### config.mk
export PLATFORM = sky130hd
export DESIGN_NAME = mips_multicycle_control
export DESIGN_NICKNAME = d
export VERILOG_FILES = /design/src/rtl/mips_ctrl_pkg.sv /design/src/rtl/mips_opcode_classify.sv /design/src/rtl/mips_multicycle_control.sv
export SDC_FILE = /design/constraint.sdc
export NUM_CORES = 1
export LEC_CHECK = 0
export BUFFER_PORTS_ARGS = -buffer_cell sky130_fd_sc_hd__buf_2
export CAP_MARGIN = 25
export CORE_UTILIZATION = 48
export CTS_CLUSTER_DIAMETER = 100
export CTS_CLUSTER_SIZE = 14
export DETAILED_ROUTE_END_ITERATION = 8
export PLACE_DENSITY = 0.72
export SETUP_SLACK_MARGIN = 0.05
export SYNTH_ARGS = -nofsm -noshare
export SYNTH_HDL_FRONTEND = slang
export SYNTH_SLANG_ARGS = --single-unit
### constraint.sdc
create_clock -name clk -period 2 [get_ports clk]
set_clock_uncertainty 0.2 [all_clocks]
set_input_delay 0.2 -clock clk [delete_from_list [all_inputs] [get_ports clk]]
set_output_delay 0.2 -clock clk [all_outputs]
set_load 0.1 [all_outputs]
### src/rtl/mips_ctrl_pkg.sv
// Shared opcode constants, FSM states and datapath control encodings for the multi-cycle MIPS control.
// Latency: none (declarations only).
// Backpressure: none (declarations only).
package mips_ctrl_pkg;

   // Opcodes recognised by the control unit (IR[31:26])
   localparam logic [5:0] OP_RTYPE = 6'h00;
   localparam logic [5:0] OP_J     = 6'h02;
   localparam logic [5:0] OP_BEQ   = 6'h04;
   localparam logic [5:0] OP_ADDI  = 6'h08;
   localparam logic [5:0] OP_ANDI  = 6'h0C;
   localparam logic [5:0] OP_ORI   = 6'h0D;
   localparam logic [5:0] OP_LH    = 6'h21;
   localparam logic [5:0] OP_LW    = 6'h23;
   localparam logic [5:0] OP_LHU   = 6'h25;
   localparam logic [5:0] OP_SW    = 6'h2B;

   typedef enum logic [3:0] {
      ST_RESET, ST_FETCH, ST_DECODE, ST_MEM_ADDR, ST_MEM_RD, ST_MEM_WB, ST_MEM_WR,
      ST_R_EXEC, ST_R_WB, ST_I_EXEC, ST_I_WB, ST_BRANCH, ST_JUMP, ST_TRAP
   } state_t;

   typedef enum logic [2:0] {
      CLS_R, CLS_IALU, CLS_LOAD, CLS_STORE, CLS_BRANCH, CLS_JUMP, CLS_ILLEGAL
   } op_class_t;

   // alu_op encodings
   localparam logic [1:0] ALUOP_ADD   = 2'b00;
   localparam logic [1:0] ALUOP_SUB   = 2'b01;
   localparam logic [1:0] ALUOP_FUNCT = 2'b10;
   localparam logic [1:0] ALUOP_LOGIC = 2'b11;

   // alu_src_b encodings
   localparam logic [1:0] SRCB_B       = 2'b00;
   localparam logic [1:0] SRCB_FOUR    = 2'b01;
   localparam logic [1:0] SRCB_IMM     = 2'b10;
   localparam logic [1:0] SRCB_IMM_SL2 = 2'b11;

   // pc_source encodings
   localparam logic [1:0] PCSRC_ALU    = 2'b00;
   localparam logic [1:0] PCSRC_ALUOUT = 2'b01;
   localparam logic [1:0] PCSRC_JUMP   = 2'b10;

   // load_size encodings
   localparam logic [1:0] LS_WORD   = 2'b00;
   localparam logic [1:0] LS_HALF_S = 2'b01;
   localparam logic [1:0] LS_HALF_U = 2'b10;

endpackage

### src/rtl/mips_opcode_classify.sv
// Maps an opcode to its instruction class, load width and immediate extension mode.
// Latency: purely combinational.
// Backpressure: none.
module mips_opcode_classify
   import mips_ctrl_pkg::*;
(
   input  logic [5:0] opcode,
   output op_class_t  op_class,
   output logic [1:0] load_size,
   output logic       zero_ext
);

   // Opcode decode; anything unlisted is trapped as illegal
   always_comb begin
      op_class  = CLS_ILLEGAL;
      load_size = LS_WORD;
      zero_ext  = 1'b0;
      case (opcode)
         OP_RTYPE: op_class = CLS_R;
         OP_ADDI:  op_class = CLS_IALU;
         OP_ANDI, OP_ORI: begin
            op_class = CLS_IALU;
            zero_ext = 1'b1;
         end
         OP_LW:    op_class = CLS_LOAD;
         OP_LH: begin
            op_class  = CLS_LOAD;
            load_size = LS_HALF_S;
         end
         OP_LHU: begin
            op_class  = CLS_LOAD;
            load_size = LS_HALF_U;
         end
         OP_SW:    op_class = CLS_STORE;
         OP_BEQ:   op_class = CLS_BRANCH;
         OP_J:     op_class = CLS_JUMP;
         default:  op_class = CLS_ILLEGAL;
      endcase
   end

endmodule

### src/rtl/mips_multicycle_control.sv
// Multi-cycle MIPS control FSM: fetch/decode/execute/memory/writeback sequencing, illegal-op trap, retire counter.
// Latency: 3-5 cycles per instruction from FETCH to retire, plus one cycle per mem_ready=0 cycle in a memory state.
// Backpressure: FETCH, MEM_RD and MEM_WR hold their strobes stable until mem_ready (ignored when MEM_HANDSHAKE=0).
module mips_multicycle_control
   import mips_ctrl_pkg::*;
#(
   parameter bit MEM_HANDSHAKE = 1'b1,
   parameter int CNT_W         = 32
) (
   input  logic             clk,
   input  logic             rst_n,
   input  logic [5:0]       opcode,
   input  logic             mem_ready,
   output logic             pc_write,
   output logic             pc_write_cond,
   output logic             iord,
   output logic             mem_read,
   output logic             mem_write,
   output logic             ir_write,
   output logic             mem_to_reg,
   output logic             reg_dst,
   output logic             reg_write,
   output logic             alu_src_a,
   output logic             zero_ext,
   output logic [1:0]       alu_src_b,
   output logic [1:0]       alu_op,
   output logic [1:0]       pc_source,
   output logic [1:0]       load_size,
   output logic             illegal_op,
   output logic             retired,
   output logic [CNT_W-1:0] retire_count
);

   state_t     state, state_nxt;
   op_class_t  dec_cls, cls_q;
   logic [1:0] dec_ls, ls_q;
   logic       dec_zext, zext_q;
   logic       rdy;

   assign rdy = MEM_HANDSHAKE ? mem_ready : 1'b1;

   mips_opcode_classify u_classify (
      .opcode    (opcode),
      .op_class  (dec_cls),
      .load_size (dec_ls),
      .zero_ext  (dec_zext)
   );

   // State register; reset forces RESET so every strobe drops at once
   always_ff @(posedge clk or negedge rst_n) begin
      if (!rst_n) state <= ST_RESET;
      else        state <= state_nxt;
   end

   // Capture the decoded class in DECODE so later IR changes are ignored
   always_ff @(posedge clk or negedge rst_n) begin
      if (!rst_n) begin
         cls_q  <= CLS_ILLEGAL;
         ls_q   <= LS_WORD;
         zext_q <= 1'b0;
      end else if (state == ST_DECODE) begin
         cls_q  <= dec_cls;
         ls_q   <= dec_ls;
         zext_q <= dec_zext;
      end
   end

   // Retired-instruction counter, wraps naturally at 2^CNT_W
   always_ff @(posedge clk or negedge rst_n) begin
      if (!rst_n)       retire_count <= '0;
      else if (retired) retire_count <= retire_count + {{(CNT_W-1){1'b0}}, 1'b1};
   end

   // Next-state and output decode; only FETCH/MEM_WR strobes depend on mem_ready
   always_comb begin
      state_nxt     = state;
      pc_write      = 1'b0;
      pc_write_cond = 1'b0;
      iord          = 1'b0;
      mem_read      = 1'b0;
      mem_write     = 1'b0;
      ir_write      = 1'b0;
      mem_to_reg    = 1'b0;
      reg_dst       = 1'b0;
      reg_write     = 1'b0;
      alu_src_a     = 1'b0;
      zero_ext      = 1'b0;
      alu_src_b     = SRCB_B;
      alu_op        = ALUOP_ADD;
      pc_source     = PCSRC_ALU;
      load_size     = LS_WORD;
      illegal_op    = 1'b0;
      retired       = 1'b0;
      case (state)
         ST_RESET: state_nxt = ST_FETCH;
         ST_FETCH: begin
            mem_read  = 1'b1;
            alu_src_b = SRCB_FOUR;
            if (rdy) begin
               ir_write  = 1'b1;
               pc_write  = 1'b1;
               state_nxt = ST_DECODE;
            end
         end
         ST_DECODE: begin
            alu_src_b = SRCB_IMM_SL2;
            case (dec_cls)
               CLS_R:      state_nxt = ST_R_EXEC;
               CLS_IALU:   state_nxt = ST_I_EXEC;
               CLS_LOAD,
               CLS_STORE:  state_nxt = ST_MEM_ADDR;
               CLS_BRANCH: state_nxt = ST_BRANCH;
               CLS_JUMP:   state_nxt = ST_JUMP;
               default:    state_nxt = ST_TRAP;
            endcase
         end
         ST_MEM_ADDR: begin
            alu_src_a = 1'b1;
            alu_src_b = SRCB_IMM;
            state_nxt = (cls_q == CLS_STORE) ? ST_MEM_WR : ST_MEM_RD;
         end
         ST_MEM_RD: begin
            mem_read  = 1'b1;
            iord      = 1'b1;
            load_size = ls_q;
            if (rdy) state_nxt = ST_MEM_WB;
         end
         ST_MEM_WB: begin
            mem_to_reg = 1'b1;
            reg_write  = 1'b1;
            load_size  = ls_q;
            retired    = 1'b1;
            state_nxt  = ST_FETCH;
         end
         ST_MEM_WR: begin
            mem_write = 1'b1;
            iord      = 1'b1;
            if (rdy) begin
               retired   = 1'b1;
               state_nxt = ST_FETCH;
            end
         end
         ST_R_EXEC: begin
            alu_src_a = 1'b1;
            alu_op    = ALUOP_FUNCT;
            state_nxt = ST_R_WB;
         end
         ST_R_WB: begin
            reg_dst   = 1'b1;
            reg_write = 1'b1;
            retired   = 1'b1;
            state_nxt = ST_FETCH;
         end
         ST_I_EXEC: begin
            alu_src_a = 1'b1;
            alu_src_b = SRCB_IMM;
            alu_op    = zext_q ? ALUOP_LOGIC : ALUOP_ADD;
            zero_ext  = zext_q;
            state_nxt = ST_I_WB;
         end
         ST_I_WB: begin
            reg_write = 1'b1;
            retired   = 1'b1;
            state_nxt = ST_FETCH;
         end
         ST_BRANCH: begin
            alu_src_a     = 1'b1;
            alu_op        = ALUOP_SUB;
            pc_write_cond = 1'b1;
            pc_source     = PCSRC_ALUOUT;
            retired       = 1'b1;
            state_nxt     = ST_FETCH;
         end
         ST_JUMP: begin
            pc_write  = 1'b1;
            pc_source = PCSRC_JUMP;
            retired   = 1'b1;
            state_nxt = ST_FETCH;
         end
         ST_TRAP: begin
            illegal_op = 1'b1;
            state_nxt  = ST_FETCH;
         end
         default: state_nxt = ST_RESET;
      endcase
   end

endmodule

==> results of run 1 <==
==> power by group through the flow <==
| stage | sequential, uW | combinational (uW) | clock (uW) |
|---|---|---|---|
| finish | 1230 | 4910 | 572 |
| global route | 1240 | 5030 | 607 |
| CTS | 1200 | 4270 | 560 |
| detailed placement | 1200 | 3790 | 0 |
| global placement | 1180 | 3760 | 0 |
| floorplan | 1580 | 2270 | 0 |
==> final timing paths <==
path | startpoint | slack (ns) | cells after the start | end
max in group asynchronous | rst_n | 0.78 | 3 | cls_q[1]
min reg2reg | retire_count[31] | 0.27 | 1 | retire_count[31]
max | state[0] | -0.25 | 6 | retire_count[9]
min | opcode[2] | 0.03 | 3 | ls_q[1]
min in group asynchronous | rst_n | 0.23 | 2 | retire_count[6]
max reg2reg | state[0] | -0.25 | 6 | retire_count[9]
==> metal layers <==
layer,GRT usage,part of all wire
met5,0,0
met4,0.0812,0.025
met1,0.346,0.39
met3,0.0407,0.073
met2,0.521,0.52
==> worst register-to-register path: cells and delay by family, from the launching register on <==
family | cells | cell delay, ns
compound gates | 1 | 0.38
xor+xnor | 1 | 0.25
buf+inv | 1 | 0.17
flops | 1 | 0.42
simple gates | 3 | 0.74
==> final cells by class <==
| cell class | count | area (sq um) | share of cell area |
|---|---|---|---|
| Clock inverter | 3 | 21.3 | 0.00492 |
| Timing Repair Buffer | 116 | 1160 | 0.269 |
| Tap cell | 67 | 83.8 | 0.0194 |
| Inverter | 12 | 47.5 | 0.0110 |
| Multi-Input combinational cell | 199 | 1840 | 0.424 |
| Clock buffer | 5 | 68.8 | 0.0159 |
| Sequential cell | 42 | 1110 | 0.256 |
==> registers in the layout, indices dropped and copies added (netlist names) <==
name          cells
ls_q              2
retire_count     32
state             4
cls_q             3
zext_q            1
==> Yosys cell counts, drive strengths merged, types with 3 or more instances <==
library cell / instances
nor2b: 4
nor2: 26
dfrtp: 40
nand2: 22
a211oi: 3
and3: 6
buf: 7
xor2: 21
nand3b: 3
nor4: 8
o21ai: 9
inv: 12
xnor2: 12
nand2b: 5
o22ai: 3
nor3: 27
nand3: 9
nand4: 7
clkbuf: 9
or3: 4
a21oi: 10
==> stage by stage <==
stage               setup slack (ns)   util  power (uW)
global placement              -0.186  0.761        4940
finish                        -0.248  0.892        6710
CTS                          -0.0735  0.841        6020
global route                  -0.300  0.892        6880
floorplan                     -0.622      -        3850
detailed placement            -0.242  0.761        4990
==> cell families after synthesis <==
group | count (synthesis) | synth area share
flops | 42 | 0.423
fa+ha+maj | 1 | 0.00503
simple gates | 128 | 0.304
buf+inv | 28 | 0.0553
mux | 1 | 0.00452
xor+xnor | 33 | 0.116
compound gates | 36 | 0.0915
==> repair_timing <==
action	4_1_cts	5_1_grt
endpoints found under the hold margin	21	0
pin swaps	34	37
setup buffers	20	7
resized for setup	37	39
hold buffers	1	0
setup endpoints to repair	46	56
==> results_dict.tcl, run 1 <==
set metrics [dict create \
    grtUsageTotal 0.284 \
    violations "setup timing" \
    cts_tree "built" \
    clock-sinks 42 \
    crit_path_end_kind "flip-flop" \
    crit_type "reg2reg" \
    root_buffer "clkbuf_8" \
    max_stage_delay_ns 0.42 \
    switching_share 0.535 \
    layoutNonFillerInstCount 444 \
    n_antenna_cell 0 \
    stdcell_area_sq_mm 0.00433 \
    ys.flop_type "dfrtp_1" \
    syn_nets 279 \
    synth_top_area_share 0.402 \
    rows 25 \
    worst_pin_slew_ns 0.576 \
    avgRoutedWirePerCell_um 21.1 \
    ant_nets 0 \
    routed_wl_um 9380 \
    power_frac_seq 0.183 \
    placed_cells 410 \
    initialDrtViolationCount 161 \
    globalplace.congestion 0.835 \
    avgSynthCellArea_sq_um 9.25 \
    grt_pass1_wl_um 11500 \
    synth.distinct_cells 46 \
    ys_ff_latch 42 \
    powerDensity_mw_per_mm2 1550 \
    htree_levels 2 \
    drv_cap 0 \
    worst-path-max-fanout 4 \
    fin_crit_sh 1.12 \
    fp.dieW_um 74.0 \
    synth_edf_count 0 \
    required_ns 2.00 \
    layout_setup_ws_ns -0.248 \
    syn_area_sq_mm 0.00249 \
    vias 2610 \
    clk_latency_ns 0.30 \
    status "finished with violations" \
    min_period_ns 2.25 \
    num_io_pins 62 \
    critical-path-top-delay-family "simple AND/OR/NAND/NOR gates" \
    drc 0 \
    yosysSeqAreaShare 0.423 \
    crit_buf_inv 1 \
    path_cells "nand2b_4 > o311a_4 > or3_4 > buf_6 > nor3_2 > xor2_1" \
    setup_tns_ns -4.04 \
    fillers 191 \
    p_leak_uw 0.00201 \
    numCtsBuffers 5 \
    die_h_um 74.0 \
    max_freq_mhz 445 \
    async_reset_ff_frac 1.00 \
    ys_warn_count 0 \
    synth_area_leader_cell "dfrtp_1" \
    intPower_uw 3120 \
    core_area_sq_mm 0.00485 \
    dpl-instance-area_sq_mm 0.00369 \
    critPathSlowestCell "dfrtp_1" \
    die-area_sq_mm 0.00548 \
    p_clk_frac 0.085 \
    syn2layout_area_growth_pct 73.8 \
    ys_top_cells_by_area "dfrtp_1 (40%), xor2_1 (7.4%), nor3_2 (4.8%), xnor2_1 (4.2%), nor2_1 (3.9%)" \
    grt_max_degree 23 \
    final_cell_mix "buf_2 (40), buf_4 (35), buf_12 (26)" \
    finalHoldViolCount 0 \
    path_clk_slew_ns 0.09 \
    dpl.hpwl_um 4670 \
    grt_pass1_vias 2385 \
    maxSlewViolCount 0 \
    nets 386 \
    initial_utilization 0.513 \
    arrival_ns 2.25 \
    grt_antenna_before_repair 0 \
    comb_power_share 0.732 \
    setup-violations-final 39 \
    p_sw_uw 3590 \
    drt_pass1_iterations 4 \
    layout_commonest_cell "buf_2" \
    avgViaCountPerCell 5.88 \
    whs_ns 0.0344 \
    io_buffers 61 \
    startpoint_type "flip-flop" \
    rsz0062_at_grt "yes" \
    max_slew_margin 0.616 \
    drive_gt1_frac 0.602 \
    ir_worst_vdd_v 0.00105 \
    grt.overflow.total 0 \
    hp-class "in2reg" \
    cts_buffer_depth 2 \
    synth_cells 269 \
]
No activity file was read; power rests on OpenSTA's default activity.
==> run 2: changes to the inputs <==
--- a/config.mk
+++ b/config.mk
@@ -11,7 +11,7 @@
 export CTS_CLUSTER_DIAMETER = 100
 export CTS_CLUSTER_SIZE = 14
 export DETAILED_ROUTE_END_ITERATION = 8
-export PLACE_DENSITY = 0.72
+export PLACE_DENSITY_LB_ADDON = 0.15
 export SETUP_SLACK_MARGIN = 0.05
 export SYNTH_ARGS = -nofsm -noshare
 export SYNTH_HDL_FRONTEND = slang
==> run 2 against run 1 <==
Utilization up 0.44 points. The run still ends with setup timing left. Wire length about the same. Via count up 3.5%. Global-route usage up 1.9 points. Combinational power down 3%. Cell count down 0.45%.
==> results_dict.tcl, run 2 (synthesized netlist as in run 1, its figures left out) <==
set metrics [dict create \
    path_cells "nand2b_4 > o311a_4 > or3b_4 > buf_12 > buf_12 > nor3_4 > xor2_1" \
    drive_gt1_frac 0.592 \
    hp-class "in2reg" \
    grtUsageTotal 0.303 \
    p_clk_frac 0.108 \
    grt_pass1_vias 2468 \
    nets 384 \
    die_h_um 74.0 \
    avgViaCountPerCell 6.11 \
    dpl.hpwl_um 4640 \
    clk_latency_ns 0.30 \
    post-route-util 0.897 \
    cts_buffer_depth 2 \
    max_slew_margin 0.647 \
    finalHoldViolCount 0 \
    cp-startpoint "state[0]" \
    min_period_ns 2.32 \
    required_ns 2.00 \
    power_uw 6700 \
    grt_antenna_before_repair 0 \
    powerDensity_mw_per_mm2 1540 \
    ir_worst_vdd_v 0.00142 \
    status "finished with violations" \
    placed_cells 410 \
    syn2layout_area_growth_pct 74.7 \
    intPower_uw 3210 \
    globalplace.congestion 0.871 \
    fillers 187 \
    crit_path_end_kind "flip-flop" \
    initialDrtViolationCount 212 \
    path_clk_slew_ns 0.09 \
    setup-violations-final 44 \
    root_buffer "clkbuf_8" \
    worst-path-max-fanout 7 \
    critical-path-top-delay-family "simple AND/OR/NAND/NOR gates" \
    core_area_sq_mm 0.00485 \
    critPathSlowestCell "or3b_4" \
    max_stage_delay_ns 0.41 \
    num_io_pins 62 \
    drt_pass1_iterations 5 \
    fin_crit_sh 1.16 \
    dpl-instance-area_sq_mm 0.00369 \
    vias 2701 \
    r2r_end "retire_count[6]" \
    fp.dieW_um 74.0 \
    drc 0 \
    whs_endpoint "ls_q[1]" \
    layout_setup_ws_ns -0.324 \
    grt_max_degree 24 \
    grt.overflow.total 0 \
    crit_type "reg2reg" \
    maxSlewViolCount 0 \
    routed_wl_um 9380 \
    p_leak_uw 0.00201 \
    clock-sinks 42 \
    layoutNonFillerInstCount 442 \
    avgRoutedWirePerCell_um 21.2 \
    startpoint_type "flip-flop" \
    crit_buf_inv 2 \
    grt_pass1_wl_um 12300 \
    max_freq_mhz 430 \
    cts_tree "built" \
    violations "setup timing" \
    die-area_sq_mm 0.00548 \
    largest_register_ff_count 32 \
    p_sw_uw 3480 \
    min_path_cells 3 \
    ant_nets 0 \
    io_buffers 61 \
    rows 25 \
    r2r-start "state[0]" \
    rsz0062_at_grt "yes" \
    n_antenna_cell 0 \
    layout_commonest_cell "buf_2" \
    final_cell_mix "buf_2 (40), buf_12 (28), buf_4 (26)" \
    stdcell_area_sq_mm 0.00435 \
    comb_power_share 0.708 \
    regMostFlops "retire_count" \
    numCtsBuffers 5 \
    initial_utilization 0.513 \
    reg.largest.list "retire_count: 32 flops, state: 4 flops, cls_q: 3 flops" \
    reg2reg_slack_ns -0.32 \
    switching_share 0.520 \
    crit_path_frequent_cell "buf_12" \
    drv_cap 0 \
    arrival_ns 2.32 \
    min_from "opcode[2]" \
    power_frac_seq 0.184 \
    reg2regPathDepth 7 \
    htree_levels 2 \
    worst_pin_slew_ns 0.530 \
]
run 2: changes by cell type in the layout (fill, tap and decap cells not counted), moves of 2 or more:
| cell | delta |
|---|---|
| xnor2_4 | -2 |
| buf_4 | -9 |
| nor2_4 | +4 |
| nor3_1 | +2 |
| buf_6 | +7 |
| buf_8 | -2 |
| nor3_2 | -2 |
| buf_12 | +2 |
| nor2_2 | -3 |
| xnor2_1 | +2 |
run 2: layout make-up:
type,count,area [sq um],share of cell area
clock buffers,7,86.3,0.0199
repair buffers,114,1180,0.272
well taps,67,83.8,0.0193
inverters,12,47.5,0.0109
clock inverters,1,30.0,0.00691
flip-flops and latches,42,1110,0.255
multi-input cells,199,1810,0.416
run 2: timing repair:
action,CTS,global route
buffers inserted,14,10
pin swaps,53,21
resized for setup,45,36
endpoints found under the hold margin,17,0
setup endpoints to repair,44,56
hold buffers,1,0
run 2: how the worst max path moves through the flow:
| stage | end | slack [ns] | cells past startpoint |
|---|---|---|---|
| after CTS | retire_count[6] | -0.18 | 7 |
| after global placement | retire_count[28] | -0.14 | 6 |
| final | retire_count[6] | -0.32 | 7 |
| after floorplan | pc_write | -0.62 | 4 |
| after detailed placement | retire_count[27] | -0.21 | 6 |
| after global routing | retire_count[6] | -0.33 | 7 |
run 2: power by group through the flow:
stage / combinational [uW] / clock (uW) / sequential [uW]
floorplan: 2270 / 0 / 1580
global placement: 3760 / 0 / 1180
detailed placement: 3800 / 0 / 1190
CTS: 4220 / 709 / 1190
global route: 4870 / 759 / 1240
finish: 4740 / 720 / 1230
run 2: worst min-delay path: stages:
cell	delay, ns
buf_2	0.14
nand3_1	0.07
o21ai_0	0.07
run 2: layer usage:
layer	routed length (um)	GRT usage
met5	0	0
met4	281	0.103
met3	482	0.0650
met2	4880	0.505
met1	3730	0.392
run 2: stage by stage:
stage / TNS, ns / hold WS [ns] / setup slack (ns)
2_1_floorplan: -8.19 / -0.296 / -0.622
3_3_place_gp: -1.36 / -0.00937 / -0.143
3_5_place_dp: -2.58 / -0.00568 / -0.205
4_1_cts: -2.83 / 0.0296 / -0.184
5_1_grt: -7.57 / 0.0365 / -0.330
6_report: -6.15 / 0.0152 / -0.324
==> run 3: changes to the inputs <==
--- a/config.mk
+++ b/config.mk
@@ -11,8 +11,7 @@
 export CTS_CLUSTER_DIAMETER = 100
 export CTS_CLUSTER_SIZE = 14
 export DETAILED_ROUTE_END_ITERATION = 8
-export PLACE_DENSITY_LB_ADDON = 0.15
-export SETUP_SLACK_MARGIN = 0.05
+export PLACE_DENSITY = 0.85
 export SYNTH_ARGS = -nofsm -noshare
 export SYNTH_HDL_FRONTEND = slang
 export SYNTH_SLANG_ARGS = --single-unit
==> run 3 against run 2 <==
Clock power shrank 2%. Setup slack lost 0.092 ns. The flow still finishes with violations (setup timing). Count of clock-buffer cells in the layout shrank 2. Register-to-register slack lost 0.09 ns. Design area grew 4.7%. Highest routed layer unchanged. Largest power group unchanged. Global-route usage grew 5.8 points.
==> results_dict.tcl, run 3 (synthesized netlist as in run 1, its figures left out) <==
set metrics [dict create \
    status "finished with violations" \
    violations "setup timing" \
    path_cells "buf_4 > and3b_1 > a211oi_2 > or3b_4 > buf_8 > nor4_4 > xor2_1" \
    numCtsBuffers 5 \
    max_freq_mhz 414 \
    grt_antenna_before_repair 0 \
    r2r-start "state[3]" \
    dpl.hpwl_um 5080 \
    startpoint_type "flip-flop" \
    setup_tns_ns -9.02 \
    drc 0 \
    n_antenna_cell 0 \
    powerDensity_mw_per_mm2 1550 \
    p_leak_uw 0.00210 \
    avgViaCountPerCell 6.41 \
    final_cell_mix "buf_2 (40), buf_4 (32), buf_12 (31)" \
    die-area_sq_mm 0.00548 \
    required_ns 2.02 \
    vias 2876 \
    fillers 134 \
    regMostFlops "retire_count" \
    min_period_ns 2.42 \
    globalplace.congestion 0.828 \
    htree_levels 2 \
    fin_crit_sh 1.21 \
    fp.dieW_um 74.0 \
    grt_max_degree 23 \
    rows 25 \
    grtUsageTotal 0.361 \
    num_io_pins 62 \
    reg2reg_slack_ns -0.42 \
    io_buffers 61 \
    layout_setup_ws_ns -0.416 \
    whs_ns 0.0245 \
    hp-class "in2reg" \
    drive_gt1_frac 0.626 \
    stdcell_area_sq_mm 0.00455 \
    grt.overflow.total 0 \
    max_stage_delay_ns 0.48 \
    clk_latency_ns 0.32 \
    worst-path-max-fanout 5 \
    clock-sinks 42 \
    drt_pass1_iterations 5 \
    ant_nets 0 \
    grt_pass1_wl_um 14100 \
    rsz0062_at_grt "yes" \
    whs_endpoint "ls_q[1]" \
    setup-violations-final 50 \
    cts_buffer_depth 2 \
    cts_tree "built" \
    nets 391 \
    initial_utilization 0.513 \
    reg.largest.list "retire_count: 32 flops, state: 4 flops, cls_q: 3 flops" \
    min_path_cells 3 \
    finalHoldViolCount 0 \
    layout_commonest_cell "buf_2" \
    path_clk_slew_ns 0.09 \
    r2r_end "retire_count[28]" \
    arrival_ns 2.43 \
    avgRoutedWirePerCell_um 25.8 \
    root_buffer "clkbuf_8" \
    crit_path_end_kind "flip-flop" \
    largest_register_ff_count 32 \
    critPathSlowestCell "dfrtp_2" \
    die_h_um 74.0 \
    initialDrtViolationCount 247 \
    post-route-util 0.939 \
    drv_cap 0 \
    maxSlewViolCount 0 \
    reg2regPathDepth 7 \
    crit_type "reg2reg" \
    max_slew_margin 0.605 \
    grt_pass1_vias 2594 \
    syn2layout_area_growth_pct 82.9 \
    power_uw 7040 \
    routed_wl_um 11600 \
    core_area_sq_mm 0.00485 \
    min_from "opcode[2]" \
    dpl-instance-area_sq_mm 0.00368 \
    worst_pin_slew_ns 0.592 \
    ir_worst_vdd_v 0.00195 \
]
==> run 3: layout make-up <==
cell class | instances | area, sq um | share of cell area
Tap cell | 67 | 83.8 | 0.0184
Clock inverter | 3 | 43.8 | 0.00962
Clock buffer | 5 | 68.8 | 0.0151
Multi-Input combinational cell | 199 | 1890 | 0.415
Inverter | 12 | 47.5 | 0.0104
Sequential cell | 42 | 1110 | 0.244
Timing Repair Buffer | 121 | 1310 | 0.288
==> run 3: through the flow <==
step / std cells / setup WS (ns)
6_report: 449 / -0.416
5_1_grt: 449 / -0.425
4_1_cts: 440 / -0.183
3_5_place_dp: 411 / -0.224
3_3_place_gp: 411 / -0.119
2_1_floorplan: 269 / -0.622
==> run 3: what timing repair did <==
item / CTS / global route
resized for setup: 54 / 44
endpoints found under the hold margin: 18 / 0
hold buffers: 1 / 0
setup buffers: 18 / 11
setup endpoints to repair: 44 / 57
pin swaps: 49 / 26
cloned: 2 / 0
==> run 3: worst max path at each step <==
stage / startpoint / endpoint / cells after the start
6_report: state[3] / retire_count[28] / 7
4_1_cts: state[0] / retire_count[20] / 6
2_1_floorplan: state[1] / pc_write / 4
5_1_grt: state[3] / retire_count[28] / 7
3_3_place_gp: state[0] / retire_count[28] / 6
3_5_place_dp: state[0] / retire_count[28] / 6
==> run 3: power breakdown <==
| part | leakage [uW] | internal (uW) | switching, uW |
|---|---|---|---|
| clock | 0.0000585 | 374 | 335 |
| sequential | 0.000471 | 1040 | 205 |
| combinational | 0.00157 | 1940 | 3150 |
==> run 3: layer usage <==
metal  vias up  wire length [um]  global-route usage
li1       1160                 -                   -
met1      1380              4150               0.459
met4         0               736               0.188
met3        72              1080              0.0799
met2       264              5630               0.580
met5         -                 0                   0
==> run 3: worst max-delay path: cells and delay by family (launching register included) <==
kind                   cells  cell delay (ns)
AO/OA/AOI/OAI              1             0.09
XOR/XNOR                   1             0.26
buffers and inverters      2             0.34
flip-flops                 1             0.48
AND/OR/NAND/NOR            3             0.96
